### src/rtl/corefifo_pkg.sv
// corefifo shared constants and helpers.
// Optional overflow/underflow outputs: COREFIFO_OVF_UDF_EN.
package corefifo_pkg;

  localparam int DEF_WIDTH     = 18;
  localparam int DEF_ADDR_W    = 4;
  localparam int DEF_AEMPTY_TH = 2;
  localparam int DEF_AFULL_TH  = 14;

  // Pointers carry one extra wrap bit above the RAM address.
  function automatic int ptr_w(input int addr_w);
    return addr_w + 1;
  endfunction

endpackage

### src/rtl/corefifo_sync_ctrl_if.sv
// corefifo_sync_ctrl user-side bus.
// COREFIFO_OVF_UDF_EN adds overflow/underflow.
interface corefifo_sync_ctrl_if
  import corefifo_pkg::*;
#(
  parameter int WIDTH  = DEF_WIDTH,
  parameter int ADDR_W = DEF_ADDR_W
) ();

  logic              wr_en;
  logic [WIDTH-1:0]  din;
  logic              rd_en;
  logic [WIDTH-1:0]  dout;
  logic              empty;
  logic              aempty;
  logic              full;
  logic              afull;
  logic [ADDR_W-1:0] memraddr;
  logic [ADDR_W:0]   count;
`ifdef COREFIFO_OVF_UDF_EN
  logic              overflow;
  logic              underflow;
`endif

  modport master (
    output wr_en, din, rd_en,
    input  dout, empty, aempty, full, afull,
    input  memraddr, count
`ifdef COREFIFO_OVF_UDF_EN
    , input overflow, underflow
`endif
  );

  modport slave (
    input  wr_en, din, rd_en,
    output dout, empty, aempty, full, afull,
    output memraddr, count
`ifdef COREFIFO_OVF_UDF_EN
    , output overflow, underflow
`endif
  );

endinterface

### src/rtl/corefifo_ram.sv
// Simple dual-port RAM: one write port,
// one registered read port with enable, no reset.
module corefifo_ram
  import corefifo_pkg::*;
#(
  parameter int WIDTH  = DEF_WIDTH,
  parameter int ADDR_W = DEF_ADDR_W
) (
  input  logic              clk,
  input  logic              we,
  input  logic [ADDR_W-1:0] waddr,
  input  logic [WIDTH-1:0]  wdata,
  input  logic              re,
  input  logic [ADDR_W-1:0] raddr,
  output logic [WIDTH-1:0]  rdata
);

  logic [WIDTH-1:0] mem [2**ADDR_W];
  logic [WIDTH-1:0] rdata_q;

  always_ff @(posedge clk) begin
    if (we) mem[waddr] <= wdata;
    if (re) rdata_q <= mem[raddr];
  end

  assign rdata = rdata_q;

endmodule

### src/rtl/corefifo_sync_ctrl.sv
// Single-clock FIFO controller with registered count flags.
// COREFIFO_OVF_UDF_EN adds overflow/underflow pulses.
module corefifo_sync_ctrl
  import corefifo_pkg::*;
#(
  parameter int WIDTH     = DEF_WIDTH,
  parameter int ADDR_W    = DEF_ADDR_W,
  parameter int AEMPTY_TH = DEF_AEMPTY_TH,
  parameter int AFULL_TH  = DEF_AFULL_TH
) (
  input logic clk,
  input logic reset_rclk_top,
  corefifo_sync_ctrl_if.slave f
);

  localparam int PW    = ptr_w(ADDR_W);
  localparam int DEPTH = 2**ADDR_W;
  localparam logic [PW-1:0] DEPTH_C = PW'(DEPTH);
  localparam logic [PW-1:0] AE_C    = PW'(AEMPTY_TH);
  localparam logic [PW-1:0] AF_C    = PW'(AFULL_TH);

  logic [PW-1:0]    wptr_q, wptr_d;
  logic [PW-1:0]    rptr_q, rptr_d;
  logic [PW-1:0]    count_q, count_d;
  logic             vld_q, vld_d;
  logic             wr_acc, rd_acc;
  logic             empty, full;
  logic [WIDTH-1:0] ram_rdata;

  assign empty = (count_q == '0);
  assign full  = (count_q == DEPTH_C);

  always_comb begin
    wr_acc  = f.wr_en && !full && !reset_rclk_top;
    rd_acc  = f.rd_en && !empty && !reset_rclk_top;
    wptr_d  = wptr_q;
    rptr_d  = rptr_q;
    count_d = count_q;
    vld_d   = vld_q;
    if (wr_acc) wptr_d = wptr_q + 1'b1;
    if (rd_acc) begin
      rptr_d = rptr_q + 1'b1;
      vld_d  = 1'b1;
    end
    unique case ({wr_acc, rd_acc})
      2'b10:   count_d = count_q + 1'b1;
      2'b01:   count_d = count_q - 1'b1;
      default: count_d = count_q;
    endcase
  end

  always_ff @(posedge clk) begin
    if (reset_rclk_top) begin
      wptr_q  <= '0;
      rptr_q  <= '0;
      count_q <= '0;
      vld_q   <= 1'b0;
    end else begin
      wptr_q  <= wptr_d;
      rptr_q  <= rptr_d;
      count_q <= count_d;
      vld_q   <= vld_d;
    end
  end

  corefifo_ram #(
    .WIDTH (WIDTH),
    .ADDR_W(ADDR_W)
  ) u_ram (
    .clk  (clk),
    .we   (wr_acc),
    .waddr(wptr_q[ADDR_W-1:0]),
    .wdata(f.din),
    .re   (rd_acc),
    .raddr(rptr_q[ADDR_W-1:0]),
    .rdata(ram_rdata)
  );

  // RAM has no reset, so dout reads zero until the first read lands.
  assign f.dout     = vld_q ? ram_rdata : '0;
  assign f.empty    = empty;
  assign f.full     = full;
  assign f.aempty   = (count_q <= AE_C);
  assign f.afull    = (count_q >= AF_C);
  assign f.memraddr = rptr_q[ADDR_W-1:0];
  assign f.count    = count_q;

`ifdef COREFIFO_OVF_UDF_EN
  logic ovf_q, ovf_d;
  logic udf_q, udf_d;

  always_comb begin
    ovf_d = f.wr_en && full;
    udf_d = f.rd_en && empty;
  end

  always_ff @(posedge clk) begin
    if (reset_rclk_top) begin
      ovf_q <= 1'b0;
      udf_q <= 1'b0;
    end else begin
      ovf_q <= ovf_d;
      udf_q <= udf_d;
    end
  end

  assign f.overflow  = ovf_q;
  assign f.underflow = udf_q;
`endif

endmodule

### src/flat_wrapper.sv
// flat-port wrapper written by rule: the top's interface ports become plain ports
module corefifo_sync_ctrl_flat import corefifo_pkg::*;
#(
  parameter int WIDTH     = DEF_WIDTH,
  parameter int ADDR_W    = DEF_ADDR_W,
  parameter int AEMPTY_TH = DEF_AEMPTY_TH,
  parameter int AFULL_TH  = DEF_AFULL_TH
)
  (clk, reset_rclk_top, f_wr_en, f_din, f_rd_en, f_dout, f_empty, f_aempty, f_full, f_afull, f_memraddr, f_count);
  corefifo_sync_ctrl_if #(.WIDTH(WIDTH), .ADDR_W(ADDR_W)) f_i ();
  input logic clk;
  input logic reset_rclk_top;
  input wire logic [$bits(f_i.wr_en)-1:0] f_wr_en;
  input wire logic [$bits(f_i.din)-1:0] f_din;
  input wire logic [$bits(f_i.rd_en)-1:0] f_rd_en;
  output wire logic [$bits(f_i.dout)-1:0] f_dout;
  output wire logic [$bits(f_i.empty)-1:0] f_empty;
  output wire logic [$bits(f_i.aempty)-1:0] f_aempty;
  output wire logic [$bits(f_i.full)-1:0] f_full;
  output wire logic [$bits(f_i.afull)-1:0] f_afull;
  output wire logic [$bits(f_i.memraddr)-1:0] f_memraddr;
  output wire logic [$bits(f_i.count)-1:0] f_count;
  assign f_i.wr_en = f_wr_en;
  assign f_i.din = f_din;
  assign f_i.rd_en = f_rd_en;
  assign f_dout = f_i.dout;
  assign f_empty = f_i.empty;
  assign f_aempty = f_i.aempty;
  assign f_full = f_i.full;
  assign f_afull = f_i.afull;
  assign f_memraddr = f_i.memraddr;
  assign f_count = f_i.count;
  corefifo_sync_ctrl #(.WIDTH(WIDTH), .ADDR_W(ADDR_W), .AEMPTY_TH(AEMPTY_TH), .AFULL_TH(AFULL_TH)) u_core (.clk(clk), .reset_rclk_top(reset_rclk_top), .f(f_i));
endmodule
### config.mk
export PLATFORM = sky130hd
export DESIGN_NAME = corefifo_sync_ctrl_flat
export DESIGN_NICKNAME = d
export VERILOG_FILES = /design/src/rtl/corefifo_pkg.sv /design/src/rtl/corefifo_sync_ctrl_if.sv /design/src/rtl/corefifo_ram.sv /design/src/rtl/corefifo_sync_ctrl.sv /design/src/flat_wrapper.sv
export SDC_FILE = /design/constraint.sdc
export NUM_CORES = 1
export LEC_CHECK = 0
export ABC_CLOCK_PERIOD_IN_PS = 5200
export CAP_MARGIN = 10
export CORE_MARGIN = 1.5
export CORE_UTILIZATION = 55
export DETAILED_ROUTE_END_ITERATION = 8
export GPL_TIMING_DRIVEN = 0
export PLACE_DENSITY = 0.73
export SLEW_MARGIN = 20
export SYNTH_ARGS = -nofsm -noshare
export SYNTH_HDL_FRONTEND = slang
export SYNTH_SLANG_ARGS = --single-unit
### constraint.sdc
create_clock -name clk -period 5.2 [get_ports clk]
set_clock_uncertainty 0.05 [all_clocks]
set_input_delay 0.52 -clock clk [delete_from_list [all_inputs] [get_ports clk]]
set_output_delay 0.52 -clock clk [all_outputs]
set_load 0.05 [all_outputs]
==> flow_metrics.tcl, run 1 <==
set metrics [dict create \
    status "finished, violations left" \
    violations "design-rule violations" \
    syn_area_per_cell_um2 20.7 \
    tightestPinTransition_ns 1.08 \
    ys_seq_elements 320 \
    path_cells "clkdlybuf4s50_1, clkbuf_1, buf_1, nor2_4, ha_1, inv_1, fa_1, nand2b_1, a21oi_1, mux2i_1, mux2_2" \
    worst_path_max_delay_cell "nor2_4" \
    post_cts_resized 0 \
    dieHeight_um 153 \
    hold_class "reg2reg" \
    ant_nets 0 \
    final_util 0.656 \
    firstDrtPassIters 9 \
    vdd_ir_drop_max_mv 0.247 \
    drt-total-wl_um 26000 \
    cts_root_buf "clkbuf_16" \
    nets 724 \
    nFillCells 1404 \
    syn_area_um2 12400 \
    antenna_found_initial 0 \
    ys_warn_count 0 \
    final-setup-viol-count 0 \
    postCtsHoldBufs 0 \
    drc 4 \
    area_growth_pct 16.4 \
    syn_nets 630 \
    insertion_delay_ns 0.55 \
    critPathBufInv 4 \
    core_area_um2 22000 \
    grt_pass1_wl_um 39300 \
    crit_type "in2reg" \
    die_w_um 153 \
    grt_util_all_layers 0.229 \
    layout_common_cells "edfxtp_1, mux4_2, clkdlybuf4s50_1" \
    maxCapViolCount 0 \
    period_needed_ns 3.61 \
    grt_max_degree 20 \
    gp_congestion 0.781 \
    synth-edff-count 306 \
    post-cts-setup-buffers 0 \
    clock_sinks 320 \
    cts_buffers 31 \
    grt_pass1_vias 6394 \
    ys_async_sr_fraction 0 \
    arrival_ns 4.00 \
    synthTopCellsByArea "edfxtp_1, mux4_2, dfxtp_1, a22oi_1, nor2_1" \
    htree_num_levels 1 \
    syn_inst 598 \
    initial_utilization 0.563 \
    path_max_fanout 19 \
    ys.flop_type "edfxtp_1" \
    rsz0062_at_grt "false" \
    power.total_uw 5640 \
    num_rows 54 \
    critical_path.top_delay_family "buffers and inverters" \
    ys_types 35 \
    p_leak_uw 0.00452 \
    ioPinCount 53 \
    crit_path_end_kind "flop" \
    period_share 0.695 \
    via_count 6115 \
    cts_tree "done" \
    slew_violations 0 \
    slew_headroom 0.277 \
    grt_overflow 0 \
    viasPerCell 6.14 \
    yosys.area.top_type "edfxtp_1" \
    fin_setup_tns_ns 0 \
    port_buffers 52 \
    cp-start-kind "input pin" \
    powerDensity_nw_per_um2 392 \
    synth_top_area_share 0.743 \
    wl_per_cell_um 26.1 \
    cts_buffer_depth 3 \
    worstPathRequired_ns 5.59 \
    fmax_mhz 277 \
    drtIter0Drc 593 \
    final_common_cell "edfxtp_1" \
    hold_viol 0 \
    die-area_um2 23400 \
    seq_area_frac_synth 0.765 \
    n_antenna_cell 0 \
    drive_gt1_frac 0.222 \
    dp_hpwl_um 15700 \
    clk_pin_slew_ns 0.06 \
    critPathMaxStageDelay_ns 0.67 \
]
## synthesized netlist by cell type (2+ instances only)
cell / count
xor2_1: 7
edfxtp_1: 306
o211ai_1: 3
dfxtp_1: 14
and3_1: 2
nor3_1: 4
buf_2: 6
inv_1: 7
clkbuf_1: 10
buf_4: 3
nor2_1: 35
nand3b_2: 2
nand2b_1: 6
o211ai_2: 2
o21ai_4: 2
nand3_1: 2
or4_1: 2
and2_1: 19
nand2_1: 23
a22oi_1: 36
buf_1: 7
nor2b_1: 2
mux2i_1: 2
a21oi_1: 6
ha_1: 9
mux4_2: 72
## stage by stage
| stage | setup slack, ns | hold slack [ns] | instances | cell area, um^2 |
|---|---|---|---|---|
| 2_1_floorplan | 1.39 | 0.427 | 598 | 12400 |
| 3_3_place_gp | 0.0197 | 0.445 | 930 | 13200 |
| 3_5_place_dp | 1.00 | 0.486 | 939 | 13400 |
| 4_1_cts | 1.57 | 0.495 | 996 | 14400 |
| 5_1_grt | 1.39 | 0.532 | 996 | 14400 |
| 6_report | 1.59 | 0.493 | 996 | 14400 |
## final timing paths
kind | from | end | slack [ns] | cells past startpoint
worst min-delay path | u_core.wptr_q[1] | u_core.wptr_q[1] | 0.49 | 2
worst min register to register | u_core.wptr_q[1] | u_core.wptr_q[1] | 0.49 | 2
worst max register to register | u_core.f.count[1] | u_core.f.count[4] | 1.80 | 11
worst max-delay path | reset_rclk_top | u_core.f.count[4] | 1.59 | 11
## flip-flops by register name, summed over array words and instances (netlist names)
signal,flops
u_core.wptr_q,4
u_core.u_ram.mem,288
u_core.f.count,5
u_core.rptr_q,4
u_core.u_ram.rdata,18
u_core.vld_q,1
## cell type report
type | count | area [um^2] | area share
Sequential cell | 320 | 9470 | 0.657
Multi-Input combinational cell | 243 | 2860 | 0.198
Clock buffer | 40 | 810 | 0.0562
Timing Repair Buffer | 61 | 601 | 0.0417
Tap cell | 280 | 350 | 0.0243
Clock inverter | 17 | 154 | 0.0107
Buffer | 28 | 135 | 0.00938
Inverter | 7 | 26.3 | 0.00182
## worst reg2reg max path, stage by stage (launching register included)
cell and delay (ns):
dfxtp_1 0.44, or4_1 0.17, buf_6 0.16, o21ai_4 0.09
nor2_4 0.59, ha_1 0.38, inv_1 0.10, fa_1 0.41
nand2b_1 0.16, a21oi_1 0.18, mux2i_1 0.22, mux2_2 0.34
## routing by layer
layer  global-route usage  share of wire  vias to the layer above
met1                0.315           0.41                     3197
met5                    0              0                        -
met4               0.0528          0.014                        0
li1                     -              -                     2634
met3               0.0318          0.061                       34
met2                0.397           0.52                      250
## kinds of logic (layout without fill, tap and decap cells)
| kind of cell | Yosys count | in the layout | share of synthesized area |
|---|---|---|---|
| buffers and inverters | 35 | 153 | 0.0130 |
| muxes | 75 | 75 | 0.134 |
| AOI/OAI and AO/OA | 52 | 52 | 0.0334 |
| DFF | 320 | 320 | 0.765 |
| adders and majority gates | 10 | 10 | 0.0107 |
| and+or+nand+nor | 98 | 98 | 0.0382 |
| xor gates and xnor gates | 8 | 8 | 0.00566 |
## power breakdown
part           switching, uW  leakage, uW  internal, uW  total, uW
combinational            357      0.00118           266        623
sequential              22.8      0.00287          2870       2890
clock                    890     0.000470          1240       2130
No activity file was read; power rests on OpenSTA's default activity.
==> inputs of run 2 (changes only) <==
--- a/config.mk
+++ b/config.mk
@@ -5,7 +5,7 @@
 export SDC_FILE = /design/constraint.sdc
 export NUM_CORES = 1
 export LEC_CHECK = 0
-export ABC_CLOCK_PERIOD_IN_PS = 5200
+export ABC_CLOCK_PERIOD_IN_PS = 3600
 export CAP_MARGIN = 10
 export CORE_MARGIN = 1.5
 export CORE_UTILIZATION = 55
==> constraint.sdc (replaced) <==
create_clock -name clk -period 3.6 [get_ports clk]
set_clock_uncertainty 0.05 [all_clocks]
set_input_delay 0.36 -clock clk [delete_from_list [all_inputs] [get_ports clk]]
set_output_delay 0.36 -clock clk [all_outputs]
set_load 0.05 [all_outputs]
==> run 2 against run 1 <==
The flow now finishes without violations. Cell area decreased by 0.30%. Cell count shrank 0.10%. Die area unchanged. Critical endpoint unchanged. Highest routed layer unchanged.
==> flow_metrics.tcl, run 2 (same netlist as run 1, synthesis figures left out) <==
set metrics [dict create \
    p_leak_uw 0.00450 \
    firstDrtPassIters 6 \
    fin_setup_tns_ns 0 \
    drt-total-wl_um 26800 \
    hold_class "reg2reg" \
    cp-start-kind "flop" \
    postCtsHoldBufs 0 \
    clock_sinks 320 \
    final_common_cell "edfxtp_1" \
    whs_endpoint "u_core.wptr_q[1]" \
    r2r-start "u_core.f.count[0]" \
    path_cells "or4_1, buf_6, o21a_4, nand2b_1, ha_1, inv_1, fa_1, nand2b_1, a21oi_1, mux2i_1, mux2_2" \
    critPathMaxStageDelay_ns 0.56 \
    maxCapViolCount 0 \
    drive_gt1_frac 0.221 \
    cts_buffers 31 \
    final_cell_count_no_fill 995 \
    grt_pass1_wl_um 40000 \
    tightestPinTransition_ns 0.866 \
    drtIter0Drc 585 \
    clk_pin_slew_ns 0.06 \
    final_util 0.654 \
    worstPathRequired_ns 3.98 \
    critical_path.top_delay_family "simple AND/OR/NAND/NOR gates" \
    crit_path_frequent_cell "nand2b_1" \
    cts_tree "done" \
    dp_hpwl_um 16000 \
    final-setup-viol-count 0 \
    largest_reg_flops 288 \
    path_max_fanout 9 \
    die_w_um 153 \
    core_area_um2 22000 \
    cts_buffer_depth 3 \
    gp_congestion 0.755 \
    area_growth_pct 16.1 \
    regMostFlops "u_core.u_ram.mem" \
    swShare 0.230 \
    die-area_um2 23400 \
    critPathBufInv 2 \
    clkPwrFrac 0.365 \
    ioPinCount 53 \
    grt_pass1_vias 6389 \
    worst_path_max_delay_cell "or4_1" \
    grt_max_degree 20 \
    rsz0062_at_grt "false" \
    min_from "u_core.wptr_q[1]" \
    drc 0 \
    wl_per_cell_um 26.9 \
    p_comb_frac 0.114 \
    layout_common_cells "edfxtp_1, mux4_2, clkdlybuf4s50_1" \
    post_cts_resized 0 \
    powerDensity_nw_per_um2 558 \
    port_buffers 52 \
    reg2reg_slack_ns 0.38 \
    nets 725 \
    min_path_cells 2 \
    hold_viol 0 \
    place_ws_ns -0.463 \
    arrival_ns 3.60 \
    fmax_mhz 311 \
    p_int_uw 6170 \
    period_share 0.895 \
    r2r_cells 11 \
    status "finished, final reports clean" \
    reg2reg_to "u_core.f.count[4]" \
    crit_type "reg2reg" \
    slew_violations 0 \
    cts_root_buf "clkbuf_16" \
    n_antenna_cell 0 \
    via_count 6138 \
    ant_nets 0 \
    power_frac_seq 0.521 \
    dp_cells 938 \
    period_needed_ns 3.22 \
    dieHeight_um 153 \
    grt_overflow 0 \
    initial_utilization 0.563 \
    antenna_found_initial 0 \
    num_rows 54 \
    slew_headroom 0.423 \
    crit_path_end_kind "flop" \
    layout_setup_ws_ns 0.380 \
    switchingPower_uw 1840 \
    insertion_delay_ns 0.55 \
    viasPerCell 6.17 \
    grt_util_all_layers 0.236 \
    htree_num_levels 1 \
    vdd_ir_drop_max_mv 0.330 \
]
[run 2: changes by cell type in the layout (fill, tap and decap cells not counted)]
cell	change
clkinv_1	+2
clkinv_4	+2
buf_12	-1
buf_4	-2
buf_6	+4
clkinv_2	-2
bufinv_16	-2
clkbuf_1	-2
[run 2: cell type report]
class | count | area, um^2
Inverter | 7 | 26.3
Multi-Input combinational cell | 243 | 2860
Tap cell | 280 | 350
Timing Repair Buffer | 62 | 611
Clock inverter | 17 | 109
Fill cell | 1438 | 7600
Clock buffer | 38 | 802
Buffer | 28 | 135
Sequential cell | 320 | 9470
[run 2: power groups by stage]
stage | combinational [uW] | sequential (uW) | clock (uW)
after global routing | 973 | 4180 | 3100
after floorplan | 596 | 4270 | 0
final | 913 | 4180 | 2920
after global placement | 876 | 4250 | 0
after CTS | 923 | 4180 | 2950
after detailed placement | 915 | 4260 | 0
[run 2: timing repair]
action,CTS,global route
hold endpoints to repair,0,0
buffers inserted,0,2
setup endpoints to repair,0,1
[run 2: worst max path at each step]
stage          slack, ns  cells past startpoint         startpoint                 to
6_report            0.38                     11  u_core.f.count[0]  u_core.f.count[4]
5_1_grt             0.25                     11  u_core.f.count[0]  u_core.f.count[4]
3_3_place_gp       -0.80                     11     reset_rclk_top  u_core.f.count[4]
2_1_floorplan       0.12                      1  u_core.f.count[1]           f_aempty
3_5_place_dp       -0.46                     11     reset_rclk_top  u_core.f.count[4]
4_1_cts             0.11                     11     reset_rclk_top  u_core.f.count[4]
[run 2: metrics by stage]
| stage | area, um^2 | hold slack, ns | total power, uW |
|---|---|---|---|
| 2_1_floorplan | 12400 | 0.409 | 4870 |
| 3_3_place_gp | 13200 | 0.440 | 5130 |
| 3_5_place_dp | 13400 | 0.483 | 5170 |
| 4_1_cts | 14300 | 0.493 | 8050 |
| 5_1_grt | 14400 | 0.525 | 8250 |
| 6_report | 14400 | 0.490 | 8010 |
[run 2: metal layers]
layer / wire, um / global-route usage
met5: 0 / 0
met2: 14100 / 0.416
met3: 1450 / 0.0335
met1: 10600 / 0.310
met4: 631 / 0.0658
[run 2: tightest hold or removal path: cells and delay by family, from the launching register on]
| family | cells | cell delay (ns) |
|---|---|---|
| DFF | 1 | 0.35 |
| AOI/OAI and AO/OA | 1 | 0.06 |
| and+or+nand+nor | 1 | 0.08 |
==> inputs of run 3 (changes only) <==
--- a/config.mk
+++ b/config.mk
@@ -12,7 +12,7 @@
 export DETAILED_ROUTE_END_ITERATION = 8
 export GPL_TIMING_DRIVEN = 0
 export PLACE_DENSITY = 0.73
-export SLEW_MARGIN = 20
+export SLEW_MARGIN = 30
 export SYNTH_ARGS = -nofsm -noshare
 export SYNTH_HDL_FRONTEND = slang
 export SYNTH_SLANG_ARGS = --single-unit
==> run 3 against run 2 <==
The flow now finishes with violations (design-rule violations). Die area unchanged. Utilization increased by 1.4 points. Clock power is 9.2% higher. Setup slack got worse by 0.0021 ns. Global-route usage is 0.10 points higher. Sequential power about the same. Maximum frequency barely moved. Total power is 3.4% higher. Largest power group unchanged.
==> flow_metrics.tcl, run 3 (same netlist as run 1, synthesis figures left out) <==
set metrics [dict create \
    p_int_uw 6390 \
    dieHeight_um 153 \
    grt_max_degree 20 \
    drive_gt1_frac 0.239 \
    viasPerCell 6.21 \
    p_leak_uw 0.00464 \
    die-area_um2 23400 \
    tightestPinTransition_ns 0.848 \
    worstPathRequired_ns 3.98 \
    maxCapViolCount 0 \
    r2r-start "u_core.f.count[0]" \
    final-setup-viol-count 0 \
    regArea_um2 9470 \
    die_w_um 153 \
    period_share 0.895 \
    firstDrtPassIters 8 \
    drtIter0Drc 673 \
    slew_violations 0 \
    min_from "u_core.wptr_q[1]" \
    cts_buffers 31 \
    violations "design-rule violations" \
    ant_nets 0 \
    place_area_um2 13700 \
    wl_per_cell_um 26.7 \
    grt_overflow 0 \
    clock_sinks 320 \
    slew_headroom 0.432 \
    grt_util_all_layers 0.237 \
    multiInputGateArea_um2 2860 \
    path_max_fanout 9 \
    reg2reg_slack_ns 0.38 \
    nFillCells 1383 \
    drc 5 \
    core_area_um2 22000 \
    whs_endpoint "u_core.wptr_q[1]" \
    crit_path_frequent_cell "nand2b_1" \
    reg2reg_to "u_core.f.count[4]" \
    num_rows 54 \
    regMostFlops "u_core.u_ram.mem" \
    rsz0062_at_grt "false" \
    final_common_cell "edfxtp_1" \
    largest_reg_flops 288 \
    path_cells "or4_1, buf_6, o21a_4, nand2b_1, ha_1, inv_1, fa_1, nand2b_1, a21oi_1, mux2i_1, mux2_2" \
    p_comb_frac 0.111 \
    dp_hpwl_um 17300 \
    insertion_delay_ns 0.56 \
    powerDensity_nw_per_um2 565 \
    cts_buffer_depth 3 \
    clk_pin_slew_ns 0.07 \
    n_antenna_cell 0 \
    swShare 0.228 \
    initial_utilization 0.563 \
    power_frac_seq 0.504 \
    grt_pass1_wl_um 40100 \
    clkPwrFrac 0.385 \
    layout_common_cells "edfxtp_1, mux4_2, clkdlybuf4s50_1" \
    crit_path_end_kind "flop" \
    hold_class "reg2reg" \
    vdd_ir_drop_max_mv 0.361 \
    final_util 0.668 \
    gp_congestion 0.755 \
    fmax_mhz 310 \
    via_count 6266 \
    period_needed_ns 3.22 \
    port_buffers 52 \
    finish.instance_area_um2 14700 \
    drt-total-wl_um 27000 \
    htree_num_levels 1 \
    cts_root_buf "clkbuf_16" \
    hold_viol 0 \
    ioPinCount 53 \
    nets 737 \
    min_path_cells 2 \
    critPathMaxStageDelay_ns 0.56 \
    antenna_found_initial 0 \
    crit_type "reg2reg" \
    area_growth_pct 18.6 \
    grt_pass1_vias 6514 \
    status "finished, violations left" \
    switchingPower_uw 1890 \
    worst_path_max_delay_cell "or4_1" \
    postCtsHoldBufs 0 \
    r2r_cells 11 \
    arrival_ns 3.61 \
    cp-start-kind "flop" \
    cts_tree "done" \
]
## run 3: final cells by class
cell class,instances,area share
sequential,320,0.645
multi-input combinational,243,0.195
timing repair buffer,74,0.0563
clock buffer,34,0.0536
tap,280,0.0239
clock inverter,23,0.0148
buffer,28,0.00921
inverter,7,0.00179
## run 3: timing repair
| action | in CTS | in global routing |
|---|---|---|
| gates resized for setup | 0 | 0 |
| setup endpoints to repair | 0 | 1 |
| buffers inserted | 0 | 2 |
## run 3: power groups by stage
stage | clock network (uW) | logic, uW | registers [uW]
2_1_floorplan | 0 | 596 | 4270
3_3_place_gp | 0 | 876 | 4250
3_5_place_dp | 0 | 926 | 4250
4_1_cts | 3210 | 932 | 4180
5_1_grt | 3350 | 982 | 4180
6_report | 3190 | 923 | 4170
## run 3: how the worst max path moves through the flow
stage / start / end / slack (ns) / cells past startpoint
after floorplan: u_core.f.count[1] / f_aempty / 0.12 / 1
after global placement: reset_rclk_top / u_core.f.count[4] / -0.80 / 11
after detailed placement: reset_rclk_top / u_core.f.count[4] / -0.46 / 11
after CTS: reset_rclk_top / u_core.f.count[4] / 0.1 / 11
after global routing: u_core.f.count[0] / u_core.f.count[4] / 0.23 / 11
final: u_core.f.count[0] / u_core.f.count[4] / 0.38 / 11
## run 3: through the flow
stage	TNS, ns	std cells	hold slack (ns)	setup WS (ns)	total power (uW)
floorplan	0	598	0.409	0.120	4870
global placement	-43.23	930	0.440	-0.795	5130
detailed placement	-0.464	950	0.481	-0.464	5180
CTS	0	1007	0.489	0.0983	8320
global route	0	1009	0.513	0.235	8510
finish	0	1009	0.488	0.378	8290
## run 3: critical path, delay by kind of cell, from the launching register on
kind	cells	cell delay [ns]
mux	2	0.58
flops	1	0.36
compound gates	2	0.39
buf+inv	2	0.27
fa+ha+maj	2	0.66
simple gates	3	0.80
## run 3: per-layer routing
layer	GRT usage	vias to the layer above	part of all wire	wire (um)
met4	0.0761	0	0.026	704
li1	-	2659	-	-
met2	0.402	294	0.51	13800
met5	0	-	0	0
met3	0.0391	55	0.072	1940
met1	0.318	3258	0.39	10600
